`src/rtl/conv_job_sequencer.sv`:
```
// conv_job_sequencer
// Queues convolution jobs from the host in a small FIFO and launches them one
// at a time on the conv processor core. It holds the core's level-sensitive init
// until done is seen, guards each run with a watchdog, counts completed jobs and
// pulses irq once per completed or timed-out job.
module conv_job_sequencer #(
  parameter int SIZE_W = 5,
  parameter int TAG_W  = 4,
  parameter int DEPTH  = 4,
  parameter int TMO_W  = 16,
  parameter int CNT_W  = 8
) (
  input  logic                       clk,
  input  logic                       rstn,
  input  logic                       enable_in,
  input  logic                       job_valid_in,
  output logic                       job_ready_out,
  input  logic [SIZE_W-1:0]          job_sizeX_in,
  input  logic [SIZE_W-1:0]          job_sizeY_in,
  input  logic [TAG_W-1:0]           job_tag_in,
  input  logic                       clr_err_in,
  input  logic                       done_in,
  input  logic                       busy_in,
  output logic                       init_out,
  output logic [SIZE_W-1:0]          cfg_sizeX_out,
  output logic [SIZE_W-1:0]          cfg_sizeY_out,
  output logic [TAG_W-1:0]           cur_tag_out,
  output logic [$clog2(DEPTH):0]     fifo_count_out,
  output logic [CNT_W-1:0]           jobs_done_out,
  output logic                       tmo_err_out,
  output logic                       irq_out,
  output logic                       idle_out
);

  localparam int PTR_W  = $clog2(DEPTH);
  localparam int CNT_FW = PTR_W + 1;
  localparam int JOB_W  = 2 * SIZE_W + TAG_W;
  localparam logic [CNT_FW-1:0] FULL_CNT = CNT_FW'(DEPTH);
  localparam logic [TMO_W-1:0]  TMO_MAX  = {TMO_W{1'b1}};

  typedef enum logic [2:0] {
    S_IDLE      = 3'd0,
    S_LOAD      = 3'd1,
    S_START     = 3'd2,
    S_WAIT_DONE = 3'd3,
    S_RELEASE   = 3'd4,
    S_REPORT    = 3'd5,
    S_ERROR     = 3'd6
  } state_t;

  state_t             state_q, state_d;
  logic [TMO_W-1:0]   timer_q, timer_d;
  logic               rel_q, rel_d;

  logic [JOB_W-1:0]   mem_q [DEPTH];
  logic [PTR_W-1:0]   wr_ptr_q, rd_ptr_q;
  logic [CNT_FW-1:0]  count_q, count_d;

  logic [SIZE_W-1:0]  cfg_x_q, cfg_y_q;
  logic [TAG_W-1:0]   tag_q;
  logic [CNT_W-1:0]   jobs_done_q;
  logic               init_q, irq_q, idle_q, tmo_err_q;

  logic               ready_s, push_s, pop_s;
  logic [TMO_W-1:0]   timer_inc_s;

  // Ready is a pure function of the registered count, so a full FIFO refuses
  // a push even in the cycle that pops it.
  assign ready_s     = (count_q != FULL_CNT);
  assign push_s      = job_valid_in & ready_s;
  assign pop_s       = (state_q == S_LOAD);
  assign timer_inc_s = timer_q + {{(TMO_W-1){1'b0}}, 1'b1};

  // Occupancy bookkeeping: simultaneous push and pop leave the count unchanged.
  always_comb begin
    count_d = count_q;
    case ({push_s, pop_s})
      2'b10:   count_d = count_q + {{(CNT_FW-1){1'b0}}, 1'b1};
      2'b01:   count_d = count_q - {{(CNT_FW-1){1'b0}}, 1'b1};
      default: count_d = count_q;
    endcase
  end

  // FIFO pointers and count; pointers wrap naturally since DEPTH is a power of 2.
  always_ff @(posedge clk or negedge rstn) begin
    if (!rstn) begin
      wr_ptr_q <= {PTR_W{1'b0}};
      rd_ptr_q <= {PTR_W{1'b0}};
      count_q  <= {CNT_FW{1'b0}};
    end else begin
      if (push_s) wr_ptr_q <= wr_ptr_q + {{(PTR_W-1){1'b0}}, 1'b1};
      if (pop_s)  rd_ptr_q <= rd_ptr_q + {{(PTR_W-1){1'b0}}, 1'b1};
      count_q <= count_d;
    end
  end

  // FIFO storage; contents are don't-care until written, so no reset is needed.
  always_ff @(posedge clk) begin
    if (push_s) mem_q[wr_ptr_q] <= {job_sizeX_in, job_sizeY_in, job_tag_in};
  end

  // Next-state logic with watchdog timer and the minimum-two-cycle release hold.
  always_comb begin
    state_d = state_q;
    timer_d = timer_q;
    rel_d   = 1'b0;
    case (state_q)
      S_IDLE: begin
        if (enable_in && (count_q != {CNT_FW{1'b0}})) state_d = S_LOAD;
        else                                          state_d = S_IDLE;
      end
      S_LOAD: begin
        timer_d = {TMO_W{1'b0}};
        state_d = S_START;
      end
      S_START: state_d = S_WAIT_DONE;
      S_WAIT_DONE: begin
        timer_d = timer_inc_s;
        // done wins over a timeout landing in the same cycle
        if (done_in)                     state_d = S_RELEASE;
        else if (timer_inc_s == TMO_MAX) state_d = S_ERROR;
        else                             state_d = S_WAIT_DONE;
      end
      S_RELEASE: begin
        rel_d = 1'b1;
        if (rel_q && !busy_in) state_d = S_REPORT;
        else                   state_d = S_RELEASE;
      end
      S_REPORT: state_d = S_IDLE;
      S_ERROR: begin
        if (clr_err_in) state_d = S_IDLE;
        else            state_d = S_ERROR;
      end
      default: state_d = S_IDLE;
    endcase
  end

  // State, timer and registered Moore outputs decoded from the next state.
  always_ff @(posedge clk or negedge rstn) begin
    if (!rstn) begin
      state_q     <= S_IDLE;
      timer_q     <= {TMO_W{1'b0}};
      rel_q       <= 1'b0;
      init_q      <= 1'b0;
      irq_q       <= 1'b0;
      idle_q      <= 1'b1;
      tmo_err_q   <= 1'b0;
      jobs_done_q <= {CNT_W{1'b0}};
    end else begin
      state_q   <= state_d;
      timer_q   <= timer_d;
      rel_q     <= rel_d;
      init_q    <= (state_d == S_START) || (state_d == S_WAIT_DONE);
      irq_q     <= (state_d == S_REPORT) ||
                   ((state_d == S_ERROR) && (state_q != S_ERROR));
      idle_q    <= (state_d == S_IDLE);
      tmo_err_q <= (state_d == S_ERROR);
      if (state_q == S_REPORT) jobs_done_q <= jobs_done_q + {{(CNT_W-1){1'b0}}, 1'b1};
    end
  end

  // Running-job configuration, captured from the FIFO head in LOAD only.
  always_ff @(posedge clk or negedge rstn) begin
    if (!rstn) begin
      cfg_x_q <= {SIZE_W{1'b0}};
      cfg_y_q <= {SIZE_W{1'b0}};
      tag_q   <= {TAG_W{1'b0}};
    end else if (pop_s) begin
      {cfg_x_q, cfg_y_q, tag_q} <= mem_q[rd_ptr_q];
    end
  end

  assign job_ready_out  = ready_s;
  assign init_out       = init_q;
  assign cfg_sizeX_out  = cfg_x_q;
  assign cfg_sizeY_out  = cfg_y_q;
  assign cur_tag_out    = tag_q;
  assign fifo_count_out = count_q;
  assign jobs_done_out  = jobs_done_q;
  assign tmo_err_out    = tmo_err_q;
  assign irq_out        = irq_q;
  assign idle_out       = idle_q;

endmodule

```
`config.mk`:
```
export PLATFORM = sky130hd
export DESIGN_NAME = conv_job_sequencer
export DESIGN_NICKNAME = d
export VERILOG_FILES = /design/src/rtl/conv_job_sequencer.sv
export SDC_FILE = /design/constraint.sdc
export NUM_CORES = 1
export LEC_CHECK = 0
export CORE_MARGIN = 2
export CORE_UTILIZATION = 25
export DETAILED_ROUTE_END_ITERATION = 6
export PLACE_DENSITY = 0.49
export SLEW_MARGIN = 20
export SYNTH_ARGS = -nofsm -noshare
export SYNTH_HDL_FRONTEND = slang
export SYNTH_SLANG_ARGS = --single-unit
export TNS_END_PERCENT = 1
```
`constraint.sdc`:
```
create_clock -name clk -period 7.06 [get_ports clk]
set_input_delay 1.059 -clock clk [delete_from_list [all_inputs] [get_ports clk]]
set_output_delay 1.059 -clock clk [all_outputs]
set_load 0.02 [all_outputs]
```
==> flow_results.org <==
** Pwr
- Lkg Pwr :: 2.155 nW
- Power, Total :: 0.002299 W
- Power per cell area :: 397.0 mW/mm^2
- Maximum resistive drop on vdd :: 0.2060 mV

** Synthesis
- Synth area leaders :: sky130_fd_sc_hd__edfxtp_1 35%, sky130_fd_sc_hd__dfrtp_1 27%, sky130_fd_sc_hd__mux4_2 6.6%, sky130_fd_sc_hd__mux2_2 3.5%, sky130_fd_sc_hd__nand2_1 2.4%
- Synthesized Nets :: 373
- Async set or reset register ratio after synthesis :: 48.62%
- Avg Synthesized Cell Area :: 13.89 um^2
- For this run, the leading register cell type out of synthesis is sky130_fd_sc_hd__edfxtp_1.
- The synthesized design contains 56 enable-type register cells.
- Top cell type by total area after synthesis :: sky130_fd_sc_hd__edfxtp_1
- Register bit total from synthesis :: 109
- The top cell type by area accounts for 35.28% of the synthesized area.
- The netlist uses 50 different library cells.
- Number of instances in the synthesized netlist :: 343
- Yosys printed 0 warnings.
- Summing the sequential cell areas from Yosys gives 63.14% of the chip area.
- Post-synthesis cell area :: 0.004766 mm^2

** Clock network
- H-tree levels :: 3
- Resized cells post-CTS :: 0
- CTS Buf Count :: 9
- TritonCTS built the clock tree.
- Clock-pin slew was measured on the worst setup and hold paths at 0.08 ns.
- Hold-fix buffers at CTS :: 0
- Once the clock tree was built, the setup fixing pass inserted 0 buffers.
- Clock sink count :: 109
- The clock passes through at most 2 buffers.
- The root buffer cell chosen for the clock tree is sky130_fd_sc_hd__clkbuf_16.
- Insertion delay to the later sink of the worst-skew pair :: 0.36 ns

** STA
- Setup violations remaining at the end of the flow were counted as 0.
- Derived from the worst setup path, the maximum achievable clock frequency is 0.3338 GHz.
- Once routing completed, OpenROAD measured the worst setup slack at 4.064 ns.
- The final critical path takes up 42.44% of the cycle.
- The final-report hold violation count is 0.
- After routing, the total negative slack on setup checks comes to 0 ns.
- Clock Skews :: 0.01029 ns
- Max_slew headroom :: 33.40%
- The worst path needs 2.996 ns of the cycle, external delays included.
- Worst Max-Slew Pin Slew :: 0.9979 ns
- The number of max-slew violations in the final report came to 0.
- RSZ-0062 raised after global routing :: no

** Route
- After detailed routing, the number of remaining DRC violations is 0.
- Post-Route WL :: 9.731 mm
- Post-DR vias/cell :: 4.596
- Starting DRC count in detailed routing :: 209
- Number of iterations in the first detailed-routing pass :: 4
- After detailed routing, the average wire length per cell comes to 15.54 um.
- Final antenna-violating net count :: 0
- The final route contains 2877 vias.

** Min path
- Path class of the lowest-slack min-delay path :: register to register

** Placed design
- At the end of routability-driven placement, the weighted congestion stood at 0.7708.
- Detail Placement HPWL :: 6.247 mm
- Number of buffers added on ports :: 50
- Setup slack after placement :: 3.998 ns
- Instance area after placement :: 0.005474 mm^2

** Global routing
- Pin count of the biggest net entering global routing :: 54
- The first global-routing pass estimated 16.09 mm of wire.
- Via count of the first global-routing pass :: 2962
- The initial antenna violation count came to 0.
- Overflow after GRT :: 0
- In the global route stage, overall resource usage came out at 10.27%.

** Finish
- The post-route netlist has 14.54% of its cells at a drive strength greater than 1.
- Area Overhead vs Synth :: 21.50%
- Finished Cell Area :: 0.005791 mm^2
- Number of nets in the layout :: 417
- Reg area :: 0.003010 mm^2
- # fillers :: 1844
- In the final layout, the multi-input gates occupy 0.001624 mm^2.
- 0 antenna diodes ended up in the layout.

** Worst setup path
- Across all register-to-register paths, the minimum setup slack is 4.06 ns.
- STA classifies the critical path endpoint as a register.
- STA classifies the critical path startpoint as a register.
- Max Fanout on Critical Path :: 33
- Critical path data required time :: 7.35 ns
- Critical Setup Path Class :: register to register
- Data arrives at the worst endpoint at 3.28 ns.

** Die
- The floorplan step defined a die boundary enclosing 0.02018 mm^2.
- Pin placement for this block handled 51 I/O pins.
- Die Y :: 142.1 um
- The die is 142.1 um wide.
- Row generation in the floorplan step produced 50 rows.
- Starting utilization of the core area :: 25.48%
- After floorplanning, the core was sized to cover 0.01871 mm^2.

** Outcome
- Outcome :: finished, final reports clean

** Job
- Across the run, the number of max-cap violations was 0.
critical path: stages (launching register included):
cell and delay, ns:
sky130_fd_sc_hd__dfrtp_1 0.53, sky130_fd_sc_hd__nand2b_1 0.21, sky130_fd_sc_hd__buf_4 0.24, sky130_fd_sc_hd__nor2_2 0.79, sky130_fd_sc_hd__ha_1 0.33, sky130_fd_sc_hd__inv_1 0.06, sky130_fd_sc_hd__fa_1 0.37, sky130_fd_sc_hd__xor2_1 0.15
sky130_fd_sc_hd__nor2_1 0.10, sky130_fd_sc_hd__xor2_1 0.15
path summary, 6_finish.rpt:
check,startpoint,cells past startpoint,end
worst max-delay path,state_q[2]$_DFF_PN0_,9,fifo_count_out[2]$_DFFE_PN0P_
worst min-delay path,jobs_done_out[7]$_DFFE_PN0N_,1,jobs_done_out[7]$_DFFE_PN0N_
worst max register to register,state_q[2]$_DFF_PN0_,9,fifo_count_out[2]$_DFFE_PN0P_
worst min register to register,jobs_done_out[7]$_DFFE_PN0N_,1,jobs_done_out[7]$_DFFE_PN0N_
max in group asynchronous,rstn,2,rd_ptr_q[0]$_DFFE_PN0P_
min in group asynchronous,rstn,2,cfg_sizeY_out[3]$_DFFE_PN0P_
logic make-up (layout without fill, tap and decap cells):
kind of cell | count (synthesis) | after routing | synth area share, %
XOR/XNOR | 14 | 14 | 2.573
AND/OR/NAND/NOR | 103 | 103 | 11.32
AO/OA/AOI/OAI | 43 | 43 | 6.038
flip-flops | 109 | 109 | 63.14
adder cells (fa/ha/maj) | 9 | 9 | 2.520
buffers and inverters | 29 | 78 | 2.783
multiplexers | 36 | 36 | 11.63
cell usage after synthesis, drive strengths merged, types with 9 or more instances:
cell / n
edfxtp: 56
dfrtp: 52
nand2: 31
o21ai: 19
nor2: 16
mux2: 15
mux4: 14
nand3: 13
a21oi: 11
buf: 10
inv: 10
nor3: 10
xnor2: 10
clkbuf: 9
routing by layer:
layer  global-route usage (%)  vias up  routed length (um)  share of wire (%)
li1                         -     1353                   -                  -
met1                    13.14     1459                4419                 45
met2                    17.06       55                4820                 50
met3                    2.826       10                 376                3.9
met4                    3.000        0                 114                1.2
met5                        0        -                   0                  0
metrics by stage:
step / hold slack [ns] / utilization (%) / cells
after global routing: 0.5234 / 30.96 / 626
after CTS: 0.4897 / 30.95 / 626
final: 0.4760 / 30.96 / 626
after detailed placement: 0.4794 / 29.26 / 610
after floorplan: 0.4768 / - / 343
after global placement: 0.4766 / 29.26 / 610
registers in the layout, indices dropped and copies added (netlist names):
signal and cells:
cfg_sizeX_out 5, cfg_sizeY_out 5, cur_tag_out 4, fifo_count_out 3, idle_out 1, init_out 1, irq_out 1, jobs_done_out 8
mem_q 56, rd_ptr_q 2, rel_q 1, state_q 3, timer_q 16, tmo_err_out 1, wr_ptr_q 2
final cells by class:
cell class / count / share of cell area [%]
clock inverter: 7 / 1.556
timing repair buffer: 52 / 8.816
clock buffer: 9 / 3.889
tap: 234 / 5.056
inverter: 10 / 0.6482
multi-input combinational: 205 / 28.05
sequential: 109 / 51.99
power breakdown:
part           switching, W  total, W  leakage [nW]  internal, W
clock network      0.000253  0.000537         0.147     0.000284
registers          0.000182   0.00103          1.18     0.000846
logic              0.000372  0.000735         0.827     0.000363
total              0.000806   0.00230          2.16      0.00149
cells in the final DEF (no fill, tap or decap), types with 9 or more instances in the layout:
master,netlist,final
sky130_fd_sc_hd__mux4_2,14,14
sky130_fd_sc_hd__clkdlybuf4s50_1,0,49
sky130_fd_sc_hd__nand2_1,31,31
sky130_fd_sc_hd__inv_1,10,10
sky130_fd_sc_hd__xnor2_1,10,10
sky130_fd_sc_hd__nand3_1,12,12
sky130_fd_sc_hd__edfxtp_1,56,56
sky130_fd_sc_hd__nor2_1,15,15
sky130_fd_sc_hd__dfrtp_1,52,51
sky130_fd_sc_hd__nor3_1,9,9
sky130_fd_sc_hd__clkbuf_16,0,9
sky130_fd_sc_hd__mux2_2,15,15
sky130_fd_sc_hd__a21oi_1,11,11
sky130_fd_sc_hd__o21ai_0,15,15
No activity file was read; power rests on OpenSTA's default activity.
